### src/rtl/subadd_counter_pkg.sv
// Shared definitions for the subadd_counter library: count-direction encodings and default geometry.
// Build option: COUNTER_SAT_EN selects saturating rather than wrap-around counting in subadd_counter.
package subadd_counter_pkg;
  localparam int DEFAULT_W       = 5;
  localparam int DEFAULT_MOD_MAX = 31;

  localparam logic MODE_UP = 1'b0;
  localparam logic MODE_DN = 1'b1;
endpackage

### src/rtl/subadd_n.sv
// N-bit add/subtract: b is inverted when sub is high, and sub doubles as the carry-in (two's complement).
module subadd_n #(
  parameter int N = 6
) (
  input  logic [N-1:0] a,
  input  logic [N-1:0] b,
  input  logic         sub,
  output logic [N-1:0] sum,
  output logic         cout
);
  logic [N-1:0] b_x;

  assign b_x         = b ^ {N{sub}};
  assign {cout, sum} = {1'b0, a} + {1'b0, b_x} + {{N{1'b0}}, sub};
endmodule

### src/rtl/subadd_counter.sv
// Modulo up/down counter with runtime step, registered count, terminal-count pulse and zero flag.
// Define COUNTER_SAT_EN to saturate at 0/MOD_MAX instead of wrapping modulo MOD_MAX+1.
module subadd_counter
  import subadd_counter_pkg::*;
#(
  parameter int W       = DEFAULT_W,
  parameter int MOD_MAX = DEFAULT_MOD_MAX
) (
  input  logic         clk,
  input  logic         rst_n,
  input  logic         en,
  input  logic         clr,
  input  logic         load,
  input  logic [W-1:0] load_val,
  input  logic         mode,
  input  logic [W-1:0] step,
  output logic [W-1:0] count,
  output logic         tc,
  output logic         busy_zero
);
  localparam logic [W:0]   MOD_TOP   = (W+1)'(MOD_MAX);
  localparam logic [W:0]   MOD_SPAN  = (W+1)'(MOD_MAX + 1);
  localparam logic [W-1:0] MOD_MAX_W = W'(MOD_MAX);

  logic [W:0]   step_sum;
  logic         step_cout;
  logic [W:0]   fix_sum;
  logic         fix_cout;
  logic         wrap;
  logic [W-1:0] count_nxt;
  logic         tc_nxt;
  logic         unused_bits;

  // One extra bit of headroom so count+step and count-step never lose information.
  subadd_n #(.N(W+1)) u_step (
    .a    ({1'b0, count}),
    .b    ({1'b0, step}),
    .sub  (mode),
    .sum  (step_sum),
    .cout (step_cout)
  );

  // Modulus correction: pull an overflowed sum back down, or lift a borrowed difference up.
  subadd_n #(.N(W+1)) u_fix (
    .a    (step_sum),
    .b    (MOD_SPAN),
    .sub  (mode == MODE_UP),
    .sum  (fix_sum),
    .cout (fix_cout)
  );

  // Carry-out of the subtract is the inverted borrow.
  assign wrap = (mode == MODE_UP) ? (step_sum > MOD_TOP) : !step_cout;

`ifdef COUNTER_SAT_EN
  assign unused_bits = ^{fix_cout, fix_sum};
`else
  assign unused_bits = ^{fix_cout, fix_sum[W]};
`endif

  always_comb begin
    count_nxt = count;
    tc_nxt    = 1'b0;
    if (clr) begin
      count_nxt = '0;
    end else if (load) begin
      count_nxt = (load_val > MOD_MAX_W) ? MOD_MAX_W : load_val;
    end else if (en) begin
      if (wrap) begin
        tc_nxt = 1'b1;
`ifdef COUNTER_SAT_EN
        count_nxt = (mode == MODE_UP) ? MOD_MAX_W : '0;
`else
        count_nxt = fix_sum[W-1:0];
`endif
      end else begin
        count_nxt = step_sum[W-1:0];
      end
    end
  end

  always_ff @(posedge clk or negedge rst_n) begin
    if (!rst_n) begin
      count     <= '0;
      tc        <= 1'b0;
      busy_zero <= 1'b1;
    end else begin
      count     <= count_nxt;
      tc        <= tc_nxt;
      busy_zero <= (count_nxt == '0);
    end
  end
endmodule
### config.mk
export PLATFORM = sky130hd
export DESIGN_NAME = subadd_counter
export DESIGN_NICKNAME = d
export VERILOG_FILES = /design/src/rtl/subadd_counter_pkg.sv /design/src/rtl/subadd_n.sv /design/src/rtl/subadd_counter.sv
export SDC_FILE = /design/constraint.sdc
export NUM_CORES = 1
export LEC_CHECK = 0
export CAP_MARGIN = 40
export CORE_MARGIN = 3
export CORE_UTILIZATION = 45
export DETAILED_ROUTE_END_ITERATION = 7
export GPL_TIMING_DRIVEN = 0
export PLACE_DENSITY = 0.87
export SYNTH_ARGS = -nofsm -noshare
export SYNTH_HDL_FRONTEND = slang
export SYNTH_SLANG_ARGS = --single-unit
### constraint.sdc
create_clock -name clk -period 3 [get_ports clk]
set_clock_uncertainty 0.2 [all_clocks]
set_input_delay 0.75 -clock clk [delete_from_list [all_inputs] [get_ports clk]]
set_output_delay 0.75 -clock clk [all_outputs]
set_load 0.005 [all_outputs]
### Word-level counts from Yosys, hierarchy flattened

Cells that the tools add are included.

* add/subtract/negate cells: 4
* magnitude comparators: 2
* mux-type cells: 10
* bitwise gates (word level): 2
* reduce and logical (&&, ||, !) cells: 2

Operators with widths (number)
* $mux 5: 5
* $add 5x6->7: 1
* $add 7x1->7: 1
* $gt 6x5->1 const B: 1
* $xor 5x6->6: 1
* $add 5x1->5: 1
* $add 5x5->5: 1
* $gt 5x5->1 const B: 1
* $logic_not 5->1: 1
* $mux 1: 5
* $logic_not 1->1: 1
* $not 1->1: 1

* register bits: 7
* bits of input ports: 16
* output and inout port bits: 7
* word-level logic and storage cells: 23

### Logic depth before layout (Yosys ltp)

* depth after elaboration: 10
* mapped depth: 13
* depth with buffers taken out: 12

### Modules after synthesis

From an unflattened synthesis, not the netlist that was laid out.

* cells, all modules: 126
* area, all modules: 1123.6 um^2

By module, submodules not included
* subadd_n: times used 2, cells an instance 38, area each 319.1 um^2, sequential area each 0.0 um^2
* subadd_counter: times used 1, cells an instance 50, area each 485.5 um^2, sequential area each 176.4 um^2

### Worst setup path before layout

No wires, ideal clock.

* kind: input -> register
* start: in mode
* end: reg busy_zero
* setup time: 0.089 ns
* arrival: 2.947 ns
* data required time: 2.711 ns
* setup slack: -0.237 ns
* stages on the path: 13
* path buffers: 1
* cells stage by stage: buf_6 -> xor2_1 -> ha_1 -> nand2_1 -> o21ai_0 -> xor2_1 -> ha_1 -> o21ai_0 -> o2bb2ai_1 -> o31ai_1 -> xnor2_1 -> a211oi_2 -> nor4b_2

* word-level cells in the longest chain between the ends: 10
* elaborated cells on any way between the ends: 14
* classes of those cells: add/sub: 4; order compare: 1; mux: 5; bitwise: 2; reduce/logical: 2

Ends and longest elaborated chain
* start, declared: line subadd_counter.sv:15 `input logic mode,`
* $xor 5x6->6: line subadd_n.sv:13 `assign b_x = b ^ {N{sub}};`
* $add 5x6->7: line subadd_n.sv:14 `assign {cout, sum} = {1'b0, a} + {1'b0, b_x} + {{N{1'b0}}, sub};`
* $add 7x1->7: line subadd_n.sv:14
* $add 5x5->5, or another cell as far along: line subadd_n.sv:14
* $add 5x1->5 / $mux 1 (equally long branches): line subadd_n.sv:14, subadd_counter.sv:53
* $mux 5 (*): line subadd_counter.sv:69 `if (wrap) begin`
* $mux 5 (*): line subadd_counter.sv:68 `end else if (en) begin`
* $mux 5 (*): line subadd_counter.sv:66 `end else if (load) begin`
* $mux 5 (*): line subadd_counter.sv:64 `if (clr) begin`
* net count_nxt[4]: line subadd_counter.sv:30 `logic [W-1:0] count_nxt;`
* $logic_not 5->1 (*): line subadd_counter.sv:90 `busy_zero <= (count_nxt == '0);`
* end signal, assigned: line subadd_counter.sv:90
* end, declared: line subadd_counter.sv:19 `output logic busy_zero`

Mark *: on every way through the listed nets, which the timed path passes. The rest lies on a longest branch.

### Final worst setup path

* start: in step[2]
* end: reg busy_zero

* word-level cells in the longest chain between the ends: 10
* elaborated cells on any way between the ends: 13
* classes of those cells: add/sub: 4; order compare: 1; mux: 5; bitwise: 1; reduce/logical: 2

Ends and longest elaborated chain
* start, declared: line subadd_counter.sv:16 `input logic [W-1:0] step,`
* $xor 5x6->6 (*): line subadd_n.sv:13
* $add 5x6->7 (*): line subadd_n.sv:14
* $add 7x1->7 (*): line subadd_n.sv:14
* $add 5x5->5, or another cell as far along: line subadd_n.sv:14
* $add 5x1->5 / $mux 1 (equally long branches): line subadd_n.sv:14, subadd_counter.sv:53
* $mux 5 (*): line subadd_counter.sv:69
* $mux 5 (*): line subadd_counter.sv:68
* $mux 5 (*): line subadd_counter.sv:66
* $mux 5 (*): line subadd_counter.sv:64
* net count_nxt[4]: line subadd_counter.sv:30
* $logic_not 5->1 (*): line subadd_counter.sv:90

Marked as above.

==> impl_metrics.json <==
{
  "run_status": "finished with violations",
  "violations": "negative setup slack",
  "die-area_um2": 2180,
  "seq_area_um2": 176,
  "ys_ff_latch": 7,
  "multiInputGateArea_um2": 717,
  "finalHoldWorstSlack_ps": 540,
  "maxSlewHeadroom_pct": 76.3,
  "wirelength_um": 2280,
  "slew_viol_final": 0,
  "critical_path.top_delay_family": "compound AO/OA/AOI/OAI gates",
  "ios": 23,
  "rsz0062_at_grt": "yes",
  "grt_max_degree": 11,
  "powerDensity_nw_per_um2": 462,
  "gr-usage-all-layers_pct": 17.7,
  "syn_area_per_cell_um2": 9.65,
  "synth_edf_count": 0,
  "syn_inst": 77,
  "fillers": 77,
  "cts_tree": "yes",
  "grt_pass1_wl_um": 2710,
  "finalNetCount": 138,
  "hold_path_class": "in2async",
  "cts_root_buf": "clkbuf_4",
  "synth_nets": 101,
  "clockPowerShare_pct": 15.1,
  "clkSlewWorstSetupHoldPaths_ps": 60,
  "grt_pass1_vias": 663,
  "synth-main-ff-cell": "dfrtp_1",
  "yosysSeqAreaShare_pct": 23.7,
  "rr_startpoint": "count[0]",
  "cp_max_fo": 4,
  "finalSetupViolations": 1,
  "h-tree-depth": 1,
  "intPower_uw": 360,
  "r2r_slack_ps": 300,
  "clock_latency_ps": 260,
  "io_buffers": 21,
  "synth_cell_types": 36,
  "dr.pass1.iters": 4,
  "insertedDiodeCount": 0,
  "reg2reg_depth": 11,
  "postLayoutSetupSlackWorst_ps": -10.7,
  "clock_sinks": 7,
  "cts_buffers": 3,
  "worstPathArrival_ps": 2990,
  "setup_tns_ps": -10.7,
  "clock_path_buffers": 2,
  "die_w_um": 46.6,
  "slowest_delay_ps": 340,
  "dp.cells": 114,
  "cts_hold_buffers": 0,
  "power_switching_uw": 227,
  "tightest_slew_ps": 356,
  "worstPathCellList": "buf_8 > xor2_4 > ha_4 > a21oi_4 > o21ai_2 > xor2_2 > ha_1 > a21oi_2 > o2bb2ai_2 > o31ai_1 > xnor2_1 > a211oi_2 > nor4b_2",
  "critical-path-slowest-cell": "ha_1",
  "start_util_pct": 48.8,
  "syn-cell-area_um2": 743,
  "setup.worst_path.end_class": "register",
  "critPathBufInv": 1,
  "vias_per_cell": 5.95,
  "switching_share_pct": 38.7,
  "drc_errors": 0,
  "ir_drop_mv": 0.310,
  "required_ps": 2970,
  "p_seq_share_pct": 20.4,
  "combPwrFrac_pct": 64.6,
  "min_period_ps": 3010,
  "cp-start-kind": "input port",
  "max_freq_mhz": 332,
  "gp_congestion": 0.773,
  "num_vias": 768,
  "gr-total-overflow": 0,
  "finalNonFillerCells": 129,
  "die_h_um": 46.6,
  "drt_iter0_drc": 9,
  "yosysWarnings": 0,
  "post-route-period-util_pct": 100,
  "criticalPathCategory": "in2reg",
  "hold_viol_final": 0,
  "r2r-end": "busy_zero",
  "area_growth_pct": 71.0,
  "antenna_left": 0,
  "antenna_found_initial": 0,
  "fp-row-count": 14,
  "core_um2": 1520,
  "cap_violations": 0,
  "synthArstFlopShare_pct": 100,
  "wl_per_cell_um": 17.7,
  "drive_gt1_share_pct": 45.1,
  "p_leak_nw": 0.535,
  "hpwl_um": 1310
}
[logic make-up after synthesis]
kind of cell               count (synthesis)  share of synthesized area, %
AOI/OAI and AO/OA                         20                          21.6
xor gates and xnor gates                  10                          11.8
adders and majority gates                  8                          14.5
buffers and inverters                      5                          4.21
DFF                                        7                          23.7
muxes                                      3                          4.55
and+or+nand+nor                           24                          19.7
[stage by stage]
stage,area (um2),setup slack [ps],power [mW],utilization [%]
after floorplan,771,-140,0.288,-
after global placement,1000,-875,0.354,65.7
after detailed placement,1000,-922,0.363,65.7
after CTS,1130,-94.0,0.495,73.9
after global routing,1270,-132,0.623,83.4
final,1270,-10.7,0.587,83.4
[placed cells by master, fill, tap and decap left out, drive strengths merged]
cell type       n
a2111oi         1
a211oi          2
a21o            1
a21oi           5
a22oi           1
a31oi           1
and2b           1
buf            17
clkbuf          4
clkdlybuf4s50  15
clkinv          1
dfrtp           6
dfstp           1
dlymetal6s2s    2
fa              1
ha              7
inv             2
mux2i           3
nand2           4
nand2b          2
nand3b          2
nor2            8
nor2b           2
nor3            3
nor3b           1
nor4b           1
o21a            1
o21ai           4
o22ai           1
o2bb2ai         1
o31ai           1
o32ai           1
xnor2           2
xor2            8
[power by group through the flow]
stage | clock network (mW) | registers, mW | logic [mW]
global placement | 0 | 0.118 | 0.236
finish | 0.0885 | 0.120 | 0.379
global route | 0.0932 | 0.121 | 0.409
detailed placement | 0 | 0.119 | 0.244
floorplan | 0 | 0.117 | 0.171
CTS | 0.0904 | 0.118 | 0.287
[how the worst max path moves through the flow]
stage	from	to	cells after the start
2_1_floorplan	mode	busy_zero	13
3_3_place_gp	mode	busy_zero	14
3_5_place_dp	mode	busy_zero	14
4_1_cts	mode	busy_zero	14
5_1_grt	mode	busy_zero	13
6_report	step[2]	busy_zero	13
[state kept, by name, indices dropped and copies added (netlist names)]
name       flops
busy_zero      1
count          5
tc             1
[routing by layer]
layer	global-route usage [%]	vias to the layer above	part of all wire (%)
met3	4.69	9	4.6
met4	3.31	0	2.5
met1	22.5	383	39
met2	30.2	29	54
li1	-	347	-
met5	0	-	0
[cell type report]
cell class / count / area share, %
plain buffers: 2 / 0.984
clock buffers: 3 / 1.77
clock inverters: 1 / 0.394
inverters: 2 / 0.591
multi-input cells: 65 / 56.4
flip-flops and latches: 7 / 13.9
well taps: 16 / 1.57
repair buffers: 33 / 24.4
[synth_stat cells, types with 2 or more instances]
cell type  number  area share [%]
inv_1           2             1.0
a21oi_1         5             3.4
nor2_1          8             4.0
mux2i_1         2             2.7
nand3b_1        2             2.0
ha_1            7              12
nand2_1         4             2.0
nor2b_1         2             1.7
o21ai_0         4             2.7
nand2b_1        2             1.7
dfrtp_1         6              20
xor2_1          8             9.4
xnor2_1         2             2.4
[what timing repair did]
item | CTS | global route
pin swaps | 16 | 24
gates cloned | 0 | 0
buffers inserted | 7 | 5
setup endpoints to repair | 5 | 2
resized for setup | 23 | 25
(Power assumes the default switching activity.)
